--- src/rtl/pong_uart_cmd_decoder_pkg.sv ---
// Shared key codes, FSM encodings and a key-matching helper for the PONG UART command decoder.
package pong_uart_cmd_decoder_pkg;

    localparam logic [7:0] K_W        = 8'h77;
    localparam logic [7:0] K_S        = 8'h73;
    localparam logic [7:0] K_I        = 8'h69;
    localparam logic [7:0] K_K        = 8'h6B;
    localparam logic [7:0] K_SPACE    = 8'h20;
    localparam logic [7:0] K_P        = 8'h70;
    localparam logic [7:0] K_ESC      = 8'h1B;
    localparam logic [7:0] K_LBRACKET = 8'h5B;
    localparam logic [7:0] K_ARROW_UP = 8'h41;
    localparam logic [7:0] K_ARROW_DN = 8'h42;
    localparam logic [7:0] K_CR       = 8'h0D;
    localparam logic [7:0] K_LF       = 8'h0A;

    localparam logic [2:0] S_IDLE = 3'b001;
    localparam logic [2:0] S_ESC  = 3'b010;
    localparam logic [2:0] S_CSI  = 3'b100;

    // Letter keys are stored lower-case; clearing bit 5 gives the upper-case code.
    function automatic logic f_key_match(input logic [7:0] i_b, input logic [7:0] i_k);
        return (i_b == i_k) || (i_b == (i_k & 8'hDF));
    endfunction

endpackage

--- src/rtl/pong_uart_cmd_decoder_if.sv ---
// Bundle between the UART receiver, the command decoder and the game/paddle logic.
// i_RX_DV is a one-cycle strobe qualifying i_RX_DATA; there is no backpressure, every strobe is consumed.
interface pong_uart_cmd_decoder_if;
    logic [7:0] i_RX_DATA;
    logic       i_RX_DV;
    logic       o_P1_UP;
    logic       o_P1_DN;
    logic       o_P2_UP;
    logic       o_P2_DN;
    logic       o_START;
    logic       o_PAUSE;
    logic       o_BAD_CMD;
    logic [2:0] o_STATE;

    modport master (
        output i_RX_DATA, i_RX_DV,
        input  o_P1_UP, o_P1_DN, o_P2_UP, o_P2_DN, o_START, o_PAUSE, o_BAD_CMD, o_STATE
    );

    modport slave (
        input  i_RX_DATA, i_RX_DV,
        output o_P1_UP, o_P1_DN, o_P2_UP, o_P2_DN, o_START, o_PAUSE, o_BAD_CMD, o_STATE
    );
endinterface

--- src/rtl/pong_hold_timer.sv ---
// Per-player paddle hold timer: a load sets the direction and holds the output for c_HOLD_CYCLES cycles.
module pong_hold_timer #(
    parameter int c_HOLD_CYCLES = 2500000
) (
    input  logic i_CLK,
    input  logic i_RST_N,
    input  logic i_LOAD_UP,
    input  logic i_LOAD_DN,
    output logic o_UP,
    output logic o_DN
);
    localparam int               W    = $clog2(c_HOLD_CYCLES + 1);
    localparam logic [W-1:0]     HOLD = W'(c_HOLD_CYCLES);

    logic [W-1:0] r_count;
    logic         r_dir;
    logic         w_active;

    // A load beats expiry, so back-to-back commands never leave a low gap.
    always_ff @(posedge i_CLK or negedge i_RST_N) begin
        if (!i_RST_N) begin
            r_count <= '0;
            r_dir   <= 1'b0;
        end else if (i_LOAD_UP || i_LOAD_DN) begin
            r_count <= HOLD;
            r_dir   <= i_LOAD_UP;
        end else if (r_count != '0) begin
            r_count <= r_count - W'(1);
        end
    end

    assign w_active = (r_count != '0);
    assign o_UP     = w_active & r_dir;
    assign o_DN     = w_active & ~r_dir;
endmodule

--- src/rtl/pong_uart_cmd_decoder.sv ---
// Turns UART bytes (single keys and VT100 arrow sequences) into PONG paddle, start and pause controls.
module pong_uart_cmd_decoder
    import pong_uart_cmd_decoder_pkg::*;
#(
    parameter int c_HOLD_CYCLES = 2500000,
    parameter int c_ESC_TIMEOUT = 25000
) (
    input  logic                     i_CLK,
    input  logic                     i_RST_N,
    pong_uart_cmd_decoder_if.slave   bus
);
    localparam int               TW      = $clog2(c_ESC_TIMEOUT);
    localparam logic [TW-1:0]    TO_LAST = TW'(c_ESC_TIMEOUT - 1);

    logic [2:0]    r_state;
    logic [2:0]    w_next;
    logic [TW-1:0] r_esc_cnt;
    logic          r_start;
    logic          r_pause;
    logic          r_bad;
    logic          w_dv;
    logic [7:0]    w_data;
    logic          w_idle_byte;
    logic          w_p1_up, w_p1_dn, w_p2_up, w_p2_dn;
    logic          w_start, w_pause_tgl, w_bad;
    logic          w_p1_up_q, w_p1_dn_q, w_p2_up_q, w_p2_dn_q;

    assign w_dv   = bus.i_RX_DV;
    assign w_data = bus.i_RX_DATA;

    always_comb begin
        w_next      = r_state;
        w_idle_byte = 1'b0;
        w_p1_up     = 1'b0;
        w_p1_dn     = 1'b0;
        w_p2_up     = 1'b0;
        w_p2_dn     = 1'b0;
        w_start     = 1'b0;
        w_pause_tgl = 1'b0;
        w_bad       = 1'b0;
        if (w_dv) begin
            case (r_state)
                S_CSI: begin
                    w_next  = S_IDLE;
                    w_p2_up = (w_data == K_ARROW_UP);
                    w_p2_dn = (w_data == K_ARROW_DN);
                end
                S_ESC: begin
                    if (w_data == K_LBRACKET) w_next = S_CSI;
                    else                      w_idle_byte = 1'b1;
                end
                default: w_idle_byte = 1'b1;
            endcase
        end else if ((r_state != S_IDLE) && (r_esc_cnt == TO_LAST)) begin
            w_next = S_IDLE;
        end

        // A byte abandoning an ESC prefix is decoded exactly as in IDLE, so ESC ESC stays in ESC.
        if (w_idle_byte) begin
            w_next = S_IDLE;
            if      (f_key_match(w_data, K_W))           w_p1_up     = 1'b1;
            else if (f_key_match(w_data, K_S))           w_p1_dn     = 1'b1;
            else if (f_key_match(w_data, K_I))           w_p2_up     = 1'b1;
            else if (f_key_match(w_data, K_K))           w_p2_dn     = 1'b1;
            else if (w_data == K_SPACE)                  w_start     = 1'b1;
            else if (f_key_match(w_data, K_P))           w_pause_tgl = 1'b1;
            else if (w_data == K_ESC)                    w_next      = S_ESC;
            else if (w_data == K_CR || w_data == K_LF)   w_bad       = 1'b0;
            else                                         w_bad       = 1'b1;
        end
    end

    always_ff @(posedge i_CLK or negedge i_RST_N) begin
        if (!i_RST_N) begin
            r_state   <= S_IDLE;
            r_esc_cnt <= '0;
            r_start   <= 1'b0;
            r_pause   <= 1'b0;
            r_bad     <= 1'b0;
        end else begin
            r_state   <= w_next;
            r_esc_cnt <= (w_dv || (r_state == S_IDLE)) ? '0 : r_esc_cnt + TW'(1);
            r_start   <= w_start;
            r_pause   <= r_pause ^ w_pause_tgl;
            r_bad     <= w_bad;
        end
    end

    pong_hold_timer #(.c_HOLD_CYCLES(c_HOLD_CYCLES)) u_p1_timer (
        .i_CLK     (i_CLK),
        .i_RST_N   (i_RST_N),
        .i_LOAD_UP (w_p1_up),
        .i_LOAD_DN (w_p1_dn),
        .o_UP      (w_p1_up_q),
        .o_DN      (w_p1_dn_q)
    );

    pong_hold_timer #(.c_HOLD_CYCLES(c_HOLD_CYCLES)) u_p2_timer (
        .i_CLK     (i_CLK),
        .i_RST_N   (i_RST_N),
        .i_LOAD_UP (w_p2_up),
        .i_LOAD_DN (w_p2_dn),
        .o_UP      (w_p2_up_q),
        .o_DN      (w_p2_dn_q)
    );

    assign bus.o_P1_UP   = w_p1_up_q;
    assign bus.o_P1_DN   = w_p1_dn_q;
    assign bus.o_P2_UP   = w_p2_up_q;
    assign bus.o_P2_DN   = w_p2_dn_q;
    assign bus.o_START   = r_start;
    assign bus.o_PAUSE   = r_pause;
    assign bus.o_BAD_CMD = r_bad;
    assign bus.o_STATE   = r_state;
endmodule

--- src/flat_wrapper.sv ---
// flat-port wrapper written by rule: the top's interface ports become plain ports
module pong_uart_cmd_decoder_flat import pong_uart_cmd_decoder_pkg::*;
#(
    parameter int c_HOLD_CYCLES = 2500000,
    parameter int c_ESC_TIMEOUT = 25000
)
  (i_CLK, i_RST_N, bus_i_RX_DATA, bus_i_RX_DV, bus_o_P1_UP, bus_o_P1_DN, bus_o_P2_UP, bus_o_P2_DN, bus_o_START, bus_o_PAUSE, bus_o_BAD_CMD, bus_o_STATE);
  pong_uart_cmd_decoder_if bus_i ();
  input  logic i_CLK;
  input  logic i_RST_N;
  input wire logic [$bits(bus_i.i_RX_DATA)-1:0] bus_i_RX_DATA;
  input wire logic [$bits(bus_i.i_RX_DV)-1:0] bus_i_RX_DV;
  output wire logic [$bits(bus_i.o_P1_UP)-1:0] bus_o_P1_UP;
  output wire logic [$bits(bus_i.o_P1_DN)-1:0] bus_o_P1_DN;
  output wire logic [$bits(bus_i.o_P2_UP)-1:0] bus_o_P2_UP;
  output wire logic [$bits(bus_i.o_P2_DN)-1:0] bus_o_P2_DN;
  output wire logic [$bits(bus_i.o_START)-1:0] bus_o_START;
  output wire logic [$bits(bus_i.o_PAUSE)-1:0] bus_o_PAUSE;
  output wire logic [$bits(bus_i.o_BAD_CMD)-1:0] bus_o_BAD_CMD;
  output wire logic [$bits(bus_i.o_STATE)-1:0] bus_o_STATE;
  assign bus_i.i_RX_DATA = bus_i_RX_DATA;
  assign bus_i.i_RX_DV = bus_i_RX_DV;
  assign bus_o_P1_UP = bus_i.o_P1_UP;
  assign bus_o_P1_DN = bus_i.o_P1_DN;
  assign bus_o_P2_UP = bus_i.o_P2_UP;
  assign bus_o_P2_DN = bus_i.o_P2_DN;
  assign bus_o_START = bus_i.o_START;
  assign bus_o_PAUSE = bus_i.o_PAUSE;
  assign bus_o_BAD_CMD = bus_i.o_BAD_CMD;
  assign bus_o_STATE = bus_i.o_STATE;
  pong_uart_cmd_decoder #(.c_HOLD_CYCLES(c_HOLD_CYCLES), .c_ESC_TIMEOUT(c_ESC_TIMEOUT)) u_core (.i_CLK(i_CLK), .i_RST_N(i_RST_N), .bus(bus_i));
endmodule
--- config.mk ---
export PLATFORM = sky130hd
export DESIGN_NAME = pong_uart_cmd_decoder_flat
export DESIGN_NICKNAME = d
export VERILOG_FILES = /design/src/rtl/pong_uart_cmd_decoder_pkg.sv /design/src/rtl/pong_uart_cmd_decoder_if.sv /design/src/rtl/pong_hold_timer.sv /design/src/rtl/pong_uart_cmd_decoder.sv /design/src/flat_wrapper.sv
export SDC_FILE = /design/constraint.sdc
export NUM_CORES = 1
export LEC_CHECK = 0
export ABC_CLOCK_PERIOD_IN_PS = 6200
export CAP_MARGIN = 20
export CORE_ASPECT_RATIO = 1.25
export CORE_MARGIN = 4
export CORE_UTILIZATION = 59
export CTS_CLUSTER_DIAMETER = 50
export DETAILED_ROUTE_END_ITERATION = 6
export PLACE_DENSITY = 0.79
export SLEW_MARGIN = 20
export SYNTH_ARGS = -nofsm -noshare
export SYNTH_HDL_FRONTEND = slang
export SYNTH_HIERARCHICAL = 1
export SYNTH_SLANG_ARGS = --single-unit
--- constraint.sdc ---
create_clock -name i_CLK -period 6.2 [get_ports i_CLK]
set_input_delay 0.62 -clock i_CLK [delete_from_list [all_inputs] [get_ports i_CLK]]
set_output_delay 0.62 -clock i_CLK [all_outputs]
set_load 0.01 [all_outputs]
* Word level (Yosys, flattened, before mapping) *
Cells that the tools add are included.

storage, ports and cells
  flip-flop bits (word level) = 67
  input bits = 11
  logic and storage cells = 119

cells by class
  $add $sub $neg = 3
  equality and inequality tests = 24
  mux-type cells = 60
  bitwise logic cells = 7
  reduce and logical (&&, ||, !) cells = 16

operators with widths
  operator                                                                 count
  8-bit by 7-bit == test with 1-bit output, second input constant          13
  22-bit two-way mux                                                       4
  22-bit nonzero test                                                      2
  22-bit by 1-bit subtractor with 22-bit output, second input constant     2
  1-bit two-way mux                                                        42
  3-bit two-way mux                                                        10
  8-bit by 4-bit == test with 1-bit output, second input constant          2
  15-bit by 1-bit adder with 15-bit output, second input constant          1
  15-bit == test, second input constant                                    1
  15-bit two-way mux                                                       1
  1-bit logical OR                                                         9
  8-bit by 5-bit == test with 1-bit output, second input constant          1
  8-bit by 6-bit == test with 1-bit output, second input constant          1
  3-bit one-hot mux with 2 select lines                                    1
  1-bit AND                                                                4
  4-bit by 1-bit inequality test with 1-bit output, second input constant  1
  4-bit by 2-bit inequality test with 1-bit output, second input constant  1
  2-bit nonzero test                                                       2
  3-bit by 1-bit == test with 1-bit output, second input constant          1
  3-bit by 2-bit == test with 1-bit output, second input constant          1
  3-bit == test, second input constant                                     1
  3-bit by 1-bit inequality test with 1-bit output, second input constant  1
  3-bit AND reduction                                                      1
  3-bit nonzero test                                                       1
  5 further kinds                                                          6

* Depth between registers and ports, before layout *
Gate-level depths: netlist (run 1).

  depth in word-level cells = 11
  mapped depth = 9
  gate-level depth less buffers = 7

* Modules after synthesis *
The synthesis (run 1) kept the hierarchy.

by module, submodules not included
  module                 instances  cells each  area each (sq um)  sequential area each (sq um)
  pong_hold_timer        2          138         1261.2             575.6
  pong_uart_cmd_decoder  1          139         1246.2             526.8

* Least setup slack after synthesis (run 1) *
Ideal clock, no wire load.

  kind = reg2out
  from = register u_core.u_p1_timer.r_count[16]
  to = output port bus_o_P1_UP
  data arrival time = 1887 ps
  slack = 3693 ps
  stages on the path, launching flop included = 5
  buffers on the path = 0
  cells stage by stage = dfrtp_1 > or4_4 > or4b_4 > or2_4 > and2_1

on the way
  word-level cells in the longest chain between the ends = 2

RTL lines
  what                    line                   text
  start, declared         pong_hold_timer.sv:15  logic [W-1:0] r_count;
  start signal, assigned  pong_hold_timer.sv:28  r_count <= r_count - W'(1);
  22-bit nonzero test     pong_hold_timer.sv:32  assign w_active = (r_count != '0);
  1-bit AND               pong_hold_timer.sv:33  assign o_UP = w_active & r_dir;
  end, declared           flat_wrapper.sv:13     output wire logic [$bits(bus_i.o_P1_UP)-1:0] bus_o_P1_UP;

No other way between the ends.

* Worst setup path in the final report (run 1) *
  from = register u_core.u_p2_timer.r_count[5]
  to = output port bus_o_P2_DN

on the way
  word-level cells in the longest chain between the ends = 2

RTL lines
  what                    line                   text
  start, declared         pong_hold_timer.sv:15
  start signal, assigned  pong_hold_timer.sv:28
  22-bit nonzero test     pong_hold_timer.sv:32
  1-bit AND               pong_hold_timer.sv:34  assign o_DN = w_active & ~r_dir;
  end, declared           flat_wrapper.sv:16     output wire logic [$bits(bus_i.o_P2_DN)-1:0] bus_o_P2_DN;

No other way between the ends.

==> flow_summary.ini, run 1 <==
[setup_path]
start_kind = register
worstPathArrival_ns = 3.01
worst_ep_required_time_ns = 5.58
critPathCaptureType = primary output
critPathKind = register to primary output
worstPathMaxFanout = 13

[status]
status = completed

[clocking]
cts_setup_buffers = 0
path_clk_slew_ns = 0.08
clk_path_buf_depth = 2
htree_levels = 3
cts-buffers-inserted = 9
insertion_delay_ns = 0.34
cts_tree = yes
clock_tree.root_cell = clkbuf_8
cts.sinks = 67
cts_resized = 0
hold_buffers = 0

[die]
num_rows = 32
initial_core_util = 0.607
die_area_um2 = 7740
die_h_um = 97.4
die_w_um = 79.5
ioPinCount = 21
core-area_um2 = 6210

[worst_hold_path]
hp-class = input port to asynchronous set/reset pin

[grt]
grt_overflow = 0
grt_usage = 0.221
grt_pass1_wl_um = 13900
grt_pass1_vias = 3058
grt_max_degree = 68
antenna_found_initial = 0

[place]
io_buffers = 20
gp_congestion = 0.915
placedCellCount = 504
dp_hpwl_um = 5330

[sta]
worst_hold_slack_ns = 0.455
tns_ns = 0
setup_viol = 0
fin_skew_ns = 0.00920
tightest_slew_ns = 0.821
finalCriticalPeriod_ns = 3.63
final_max_slew_viol_count = 0
fmax_mhz = 275
post-route-period-util = 0.586
hold_viol_final = 0
slew_headroom = 0.453
rsz0062_at_grt = no

[synthesis]
synth-simple-area-share = 0.329
synth_flop_cell = dfrtp_1
syn-num-nets = 429
avgSynthCellArea_um2 = 9.08
synth-seq-cells = 67
synth-edff-count = 0
synthArstFlopShare = 1.00
yosysUniqueCellTypes = 51
synth_cells = 415
ys.warnings.count = 6
ys_seq_area_frac = 0.445
synth_area_um2 = 3770
synth_compound_area_frac = 0.102
synth_xor_area_frac = 0.0837
synth.area.mux_share = 0
synth_adder_area_share = 0.00996
synth_top_family_by_area = simple AND/OR/NAND/NOR gates

[layout]
fin_cells = 520
nNetsFinal = 444
layout-drive-gt1-share = 0.0966
n_fill_cell = 509
ff_latch_area_um2 = 1680
diodes = 0
multi_input_area_um2 = 1980
syn_to_final_growth_pct = 11.3

[detailed_routing]
drt_pass1_iterations = 4
ant_nets = 0
wl_um = 7940
vias_per_cell = 6.07
vias = 3155
avgRoutedWirePerCell_um = 15.3
drt_iter0_drc = 130
route.detailed.drc = 0

[pwr]
p_per_area_nw_per_um2 = 284
power.leakage_nw = 1.47
ir_worst_vdd_uv = 175

[flow_run]
cap_viol_max_count = 0
-- power by group --
group          internal (mW)  switching, mW  total [mW]
Sequential             0.510         0.0894       0.600
Clock                  0.195          0.163       0.357
Combinational          0.106          0.129       0.235
-- worst max-delay path, cell delays in order (launching register included) --
cell and delay, ns:
dfrtp_1 0.44, nor4_1 0.57, nand4_1 0.55, nor2_2 0.55, nor2_1 0.07, clkdlybuf4s50_1 0.49
-- layout by cell type (no fill, tap or decap), types with 2 or more instances in the layout --
cell type / n
nor4_1: 18
nand3b_1: 5
or3_1: 20
nand2b_1: 3
clkdlybuf4s50_1: 19
a21o_1: 2
and2_1: 4
xor2_1: 22
or4_1: 6
nor4b_1: 3
nand3_1: 22
nand4_1: 6
clkinv_2: 3
o211ai_1: 2
nand2_1: 19
xnor2_1: 14
or4b_4: 2
and4b_1: 2
nor3b_1: 3
a211oi_1: 3
o31ai_1: 7
and3_1: 5
nor4bb_1: 2
ha_1: 3
o211ai_2: 4
nor3_1: 22
nor2_2: 3
o21ai_1: 12
or2_2: 6
or4_4: 3
clkbuf_8: 10
or2_4: 2
dfrtp_1: 66
o21ai_0: 13
inv_1: 9
a21oi_1: 16
nor2_1: 56
-- state kept, by name (all words and copies together), names as in the netlist --
name	cells
u_core/bus.o_BAD_CMD	1
u_core/bus.o_PAUSE	1
u_core/bus.o_START	1
u_core/bus.o_STATE	3
u_core/r_esc_cnt	15
u_core/u_p1_timer/r_count	22
u_core/u_p1_timer/r_dir	1
u_core/u_p2_timer/r_count	22
u_core/u_p2_timer/r_dir	1
-- final cells by class --
class | count | share of cell area
inverter | 9 | 0.00806
tap | 85 | 0.0254
multi-input combinational | 322 | 0.472
timing repair buffer | 21 | 0.0483
clock buffer | 11 | 0.0337
sequential | 67 | 0.400
clock inverter | 5 | 0.0125
-- cell families (layout without fill, tap and decap cells) --
family                   Yosys count  in the layout
adder cells (fa/ha/maj)            3              3
flip-flops                        67             67
AND/OR/NAND/NOR                  221            221
XOR/XNOR                          36             36
AO/OA/AOI/OAI                     62             62
buffers and inverters             26             46
-- synth_stat cells, types with 5 or more instances --
cell type / instances / share of area
xor2_1: 22 / 0.051
buf_2: 6 / 0.0080
inv_1: 9 / 0.0090
nor4_1: 18 / 0.030
or3_1: 20 / 0.033
nand3b_1: 5 / 0.010
nand3_1: 22 / 0.029
nand2_1: 19 / 0.019
o31ai_1: 7 / 0.014
nand4_1: 6 / 0.010
nor2_1: 56 / 0.056
a21oi_1: 16 / 0.021
or4_1: 6 / 0.012
or2_2: 6 / 0.010
o21ai_0: 13 / 0.017
xnor2_1: 14 / 0.033
o21ai_1: 12 / 0.016
clkbuf_1: 7 / 0.0070
and3_1: 5 / 0.0083
dfrtp_1: 66 / 0.44
nor3_1: 22 / 0.029
-- final timing paths --
path	start	to	slack [ns]	cells after the start
hold / removal	i_RST_N	u_core/bus.o_PAUSE	0.46	2
hold reg to reg	u_core/r_esc_cnt[0]	u_core/r_esc_cnt[0]	0.46	1
max in group asynchronous	i_RST_N	u_core/u_p1_timer/r_count[17]	5.21	2
setup reg to reg	u_core/u_p2_timer/r_count[5]	u_core/u_p2_timer/r_count[7]	3.66	5
min in group i_CLK	u_core/r_esc_cnt[0]	u_core/r_esc_cnt[0]	0.46	1
setup / recovery	u_core/u_p2_timer/r_count[5]	bus_o_P2_DN	2.57	5
-- metal layers --
metal	global-route usage	vias up	part of all wire
met5	0	-	0
met4	0.110	0	0.022
met3	0.0325	15	0.032
met2	0.352	76	0.49
met1	0.290	1531	0.45
li1	-	1533	-
-- stage by stage --
step / area, um^2 / total power [mW] / worst slack [ns] / utilization
after CTS: 4190 / 1.20 / 2.55 / 0.676
after global placement: 4000 / 0.826 / 3.09 / 0.644
after detailed placement: 4000 / 0.835 / 2.98 / 0.644
final: 4190 / 1.19 / 2.57 / 0.676
after floorplan: 3770 / 0.754 / 3.69 / -
after global routing: 4190 / 1.26 / 2.26 / 0.676
No activity file was read; power rests on OpenSTA's default activity.
==> run 2, diff against run 1 <==
--- a/config.mk
+++ b/config.mk
@@ -5,14 +5,14 @@
 export SDC_FILE = /design/constraint.sdc
 export NUM_CORES = 1
 export LEC_CHECK = 0
-export ABC_CLOCK_PERIOD_IN_PS = 6200
+export ABC_CLOCK_PERIOD_IN_PS = 3300
 export CAP_MARGIN = 20
 export CORE_ASPECT_RATIO = 1.25
 export CORE_MARGIN = 4
-export CORE_UTILIZATION = 59
+export CORE_UTILIZATION = 54
 export CTS_CLUSTER_DIAMETER = 50
 export DETAILED_ROUTE_END_ITERATION = 6
-export PLACE_DENSITY = 0.79
+export PLACE_DENSITY = 0.76
 export SLEW_MARGIN = 20
 export SYNTH_ARGS = -nofsm -noshare
 export SYNTH_HDL_FRONTEND = slang
==> constraint.sdc (replaced) <==
create_clock -name i_CLK -period 3.3 [get_ports i_CLK]
set_input_delay 0.33 -clock i_CLK [delete_from_list [all_inputs] [get_ports i_CLK]]
set_output_delay 0.33 -clock i_CLK [all_outputs]
set_load 0.01 [all_outputs]
==> run 2 against run 1 <==
  * Core utilization down 4.5 points
  * Critical endpoint is now bus_o_P1_UP
  * Sequential share of layout area decreased by 0.26 points
  * Sequential power rose by 87%
  * Flip-flop and latch count did not move
  * Non-clock buffer count is 5 higher
  * First-iteration DRC count rose by 24%
  * Cell area is 0.66% higher
  * Global-route usage is 0.59 points lower
==> flow_summary.ini, run 2 (synthesis results as in run 1) <==
[layout]
n_fill_cell = 597
syn_to_final_growth_pct = 12.0
layout-drive-gt1-share = 0.107
most-common-layout-cells = dfrtp_1, nor2_1, nand3_1, nor3_1, xor2_1
nNetsFinal = 449
multi_input_area_um2 = 1980
final_common_cell = dfrtp_1
reg.largest.list = u_core/u_p1_timer/r_count: 22 flops, u_core/u_p2_timer/r_count: 22 flops, u_core/r_esc_cnt: 15 flops
ff_latch_area_um2 = 1680
diodes = 0

[grt]
grt_usage = 0.215
grt_pass1_vias = 3099
grt_pass1_wl_um = 14000
antenna_found_initial = 0
grt_max_degree = 32
grt_overflow = 0

[detailed_routing]
drt_iter0_drc = 161
ant_nets = 0
vias = 3171
wl_um = 8110
drt_pass1_iterations = 5
vias_per_cell = 6.03
avgRoutedWirePerCell_um = 15.4
route.detailed.drc = 0

[sta]
final_max_slew_viol_count = 0
fmax_mhz = 314
rsz0062_at_grt = no
hold_viol_final = 0
post-route-period-util = 0.967
tightest_slew_ns = 0.664
setup_viol = 0
slew_headroom = 0.557
tns_ns = 0
fin_skew_ns = 0.00757
finalCriticalPeriod_ns = 3.19

[worst_hold_path]
hp-class = input port to asynchronous set/reset pin

[clocking]
cts.sinks = 67
clk_path_buf_depth = 2
cts_resized = 0
cts-buffers-inserted = 9
cts_tree = yes
hold_buffers = 0
path_clk_slew_ns = 0.07
htree_levels = 3
cts_setup_buffers = 0
insertion_delay_ns = 0.34
clock_tree.root_cell = clkbuf_8

[flow_run]
cap_viol_max_count = 0

[die]
num_rows = 33
ioPinCount = 21
die_h_um = 101
initial_core_util = 0.563
die_area_um2 = 8390
die_w_um = 82.7
core-area_um2 = 6690

[setup_path]
r2r_end = u_core/u_p1_timer/r_count[11]
critPathKind = register to primary output
r2r_slack_ns = 0.84
worstPathMaxFanout = 12
r2r_start = u_core/bus.o_STATE[0]
ff2ff_path_depth = 7
start_kind = register
critPathCaptureType = primary output
worst_ep_required_time_ns = 2.97
worstPathArrival_ns = 2.86

[place]
io_buffers = 20
dp_hpwl_um = 5720
gp_congestion = 0.904

[pwr]
power.leakage_nw = 1.49
p_per_area_nw_per_um2 = 523
ir_worst_vdd_uv = 365
power_mw = 2.21

[status]
status = completed
run 2: worst max-delay path by stage:
stage,startpoint,endpoint,slack (ns),cells past startpoint
2_1_floorplan,u_core/bus.o_STATE[0],u_core/u_p1_timer/r_count[0],0.93,8
3_3_place_gp,u_core/u_p1_timer/r_count[16],bus_o_P1_UP,0.48,5
3_5_place_dp,u_core/u_p1_timer/r_count[16],bus_o_P1_UP,0.45,5
4_1_cts,u_core/u_p1_timer/r_count[16],bus_o_P1_UP,0.08,5
5_1_grt,u_core/u_p1_timer/r_count[16],bus_o_P1_UP,0.03,5
6_report,u_core/u_p1_timer/r_count[16],bus_o_P1_UP,0.11,5
run 2: final cells by class:
type,instances,share of cell area
clock inverter,6,0.0136
clock buffer,9,0.0294
tap,87,0.0258
sequential,67,0.398
multi-input combinational,322,0.469
timing repair buffer,26,0.0569
inverter,9,0.00800
run 2: power breakdown:
part / switching, mW / internal (mW)
combinational: 0.237 / 0.200
sequential: 0.165 / 0.959
clock: 0.308 / 0.339
run 2: through the flow:
step           cell area, um^2  setup WS (ns)  hold slack [ns]  cells  utilization
6_report                  4220          0.110           0.0179    526        0.631
2_1_floorplan             3770          0.927           0.0344    415            -
5_1_grt                   4220         0.0313           0.0582    526        0.631
3_5_place_dp              4040          0.455            0.404    511        0.604
3_3_place_gp              4040          0.483            0.401    511        0.604
4_1_cts                   4220         0.0804           0.0245    526        0.631
run 2: worst max-delay path, cell delays in order, from the launching register on:
cell and delay (ns):
dfrtp_1 0.42, or4_4 0.57, or4b_4 0.60, or2_4 0.30, and2_1 0.17, clkdlybuf4s50_1 0.47
run 2: routing by layer:
layer / global-route usage / vias up / wire length (um)
li1: - / 1542 / -
met2: 0.355 / 67 / 4120
met3: 0.0454 / 14 / 303
met5: 0 / - / 0
met4: 0.102 / 0 / 138
met1: 0.266 / 1548 / 3550
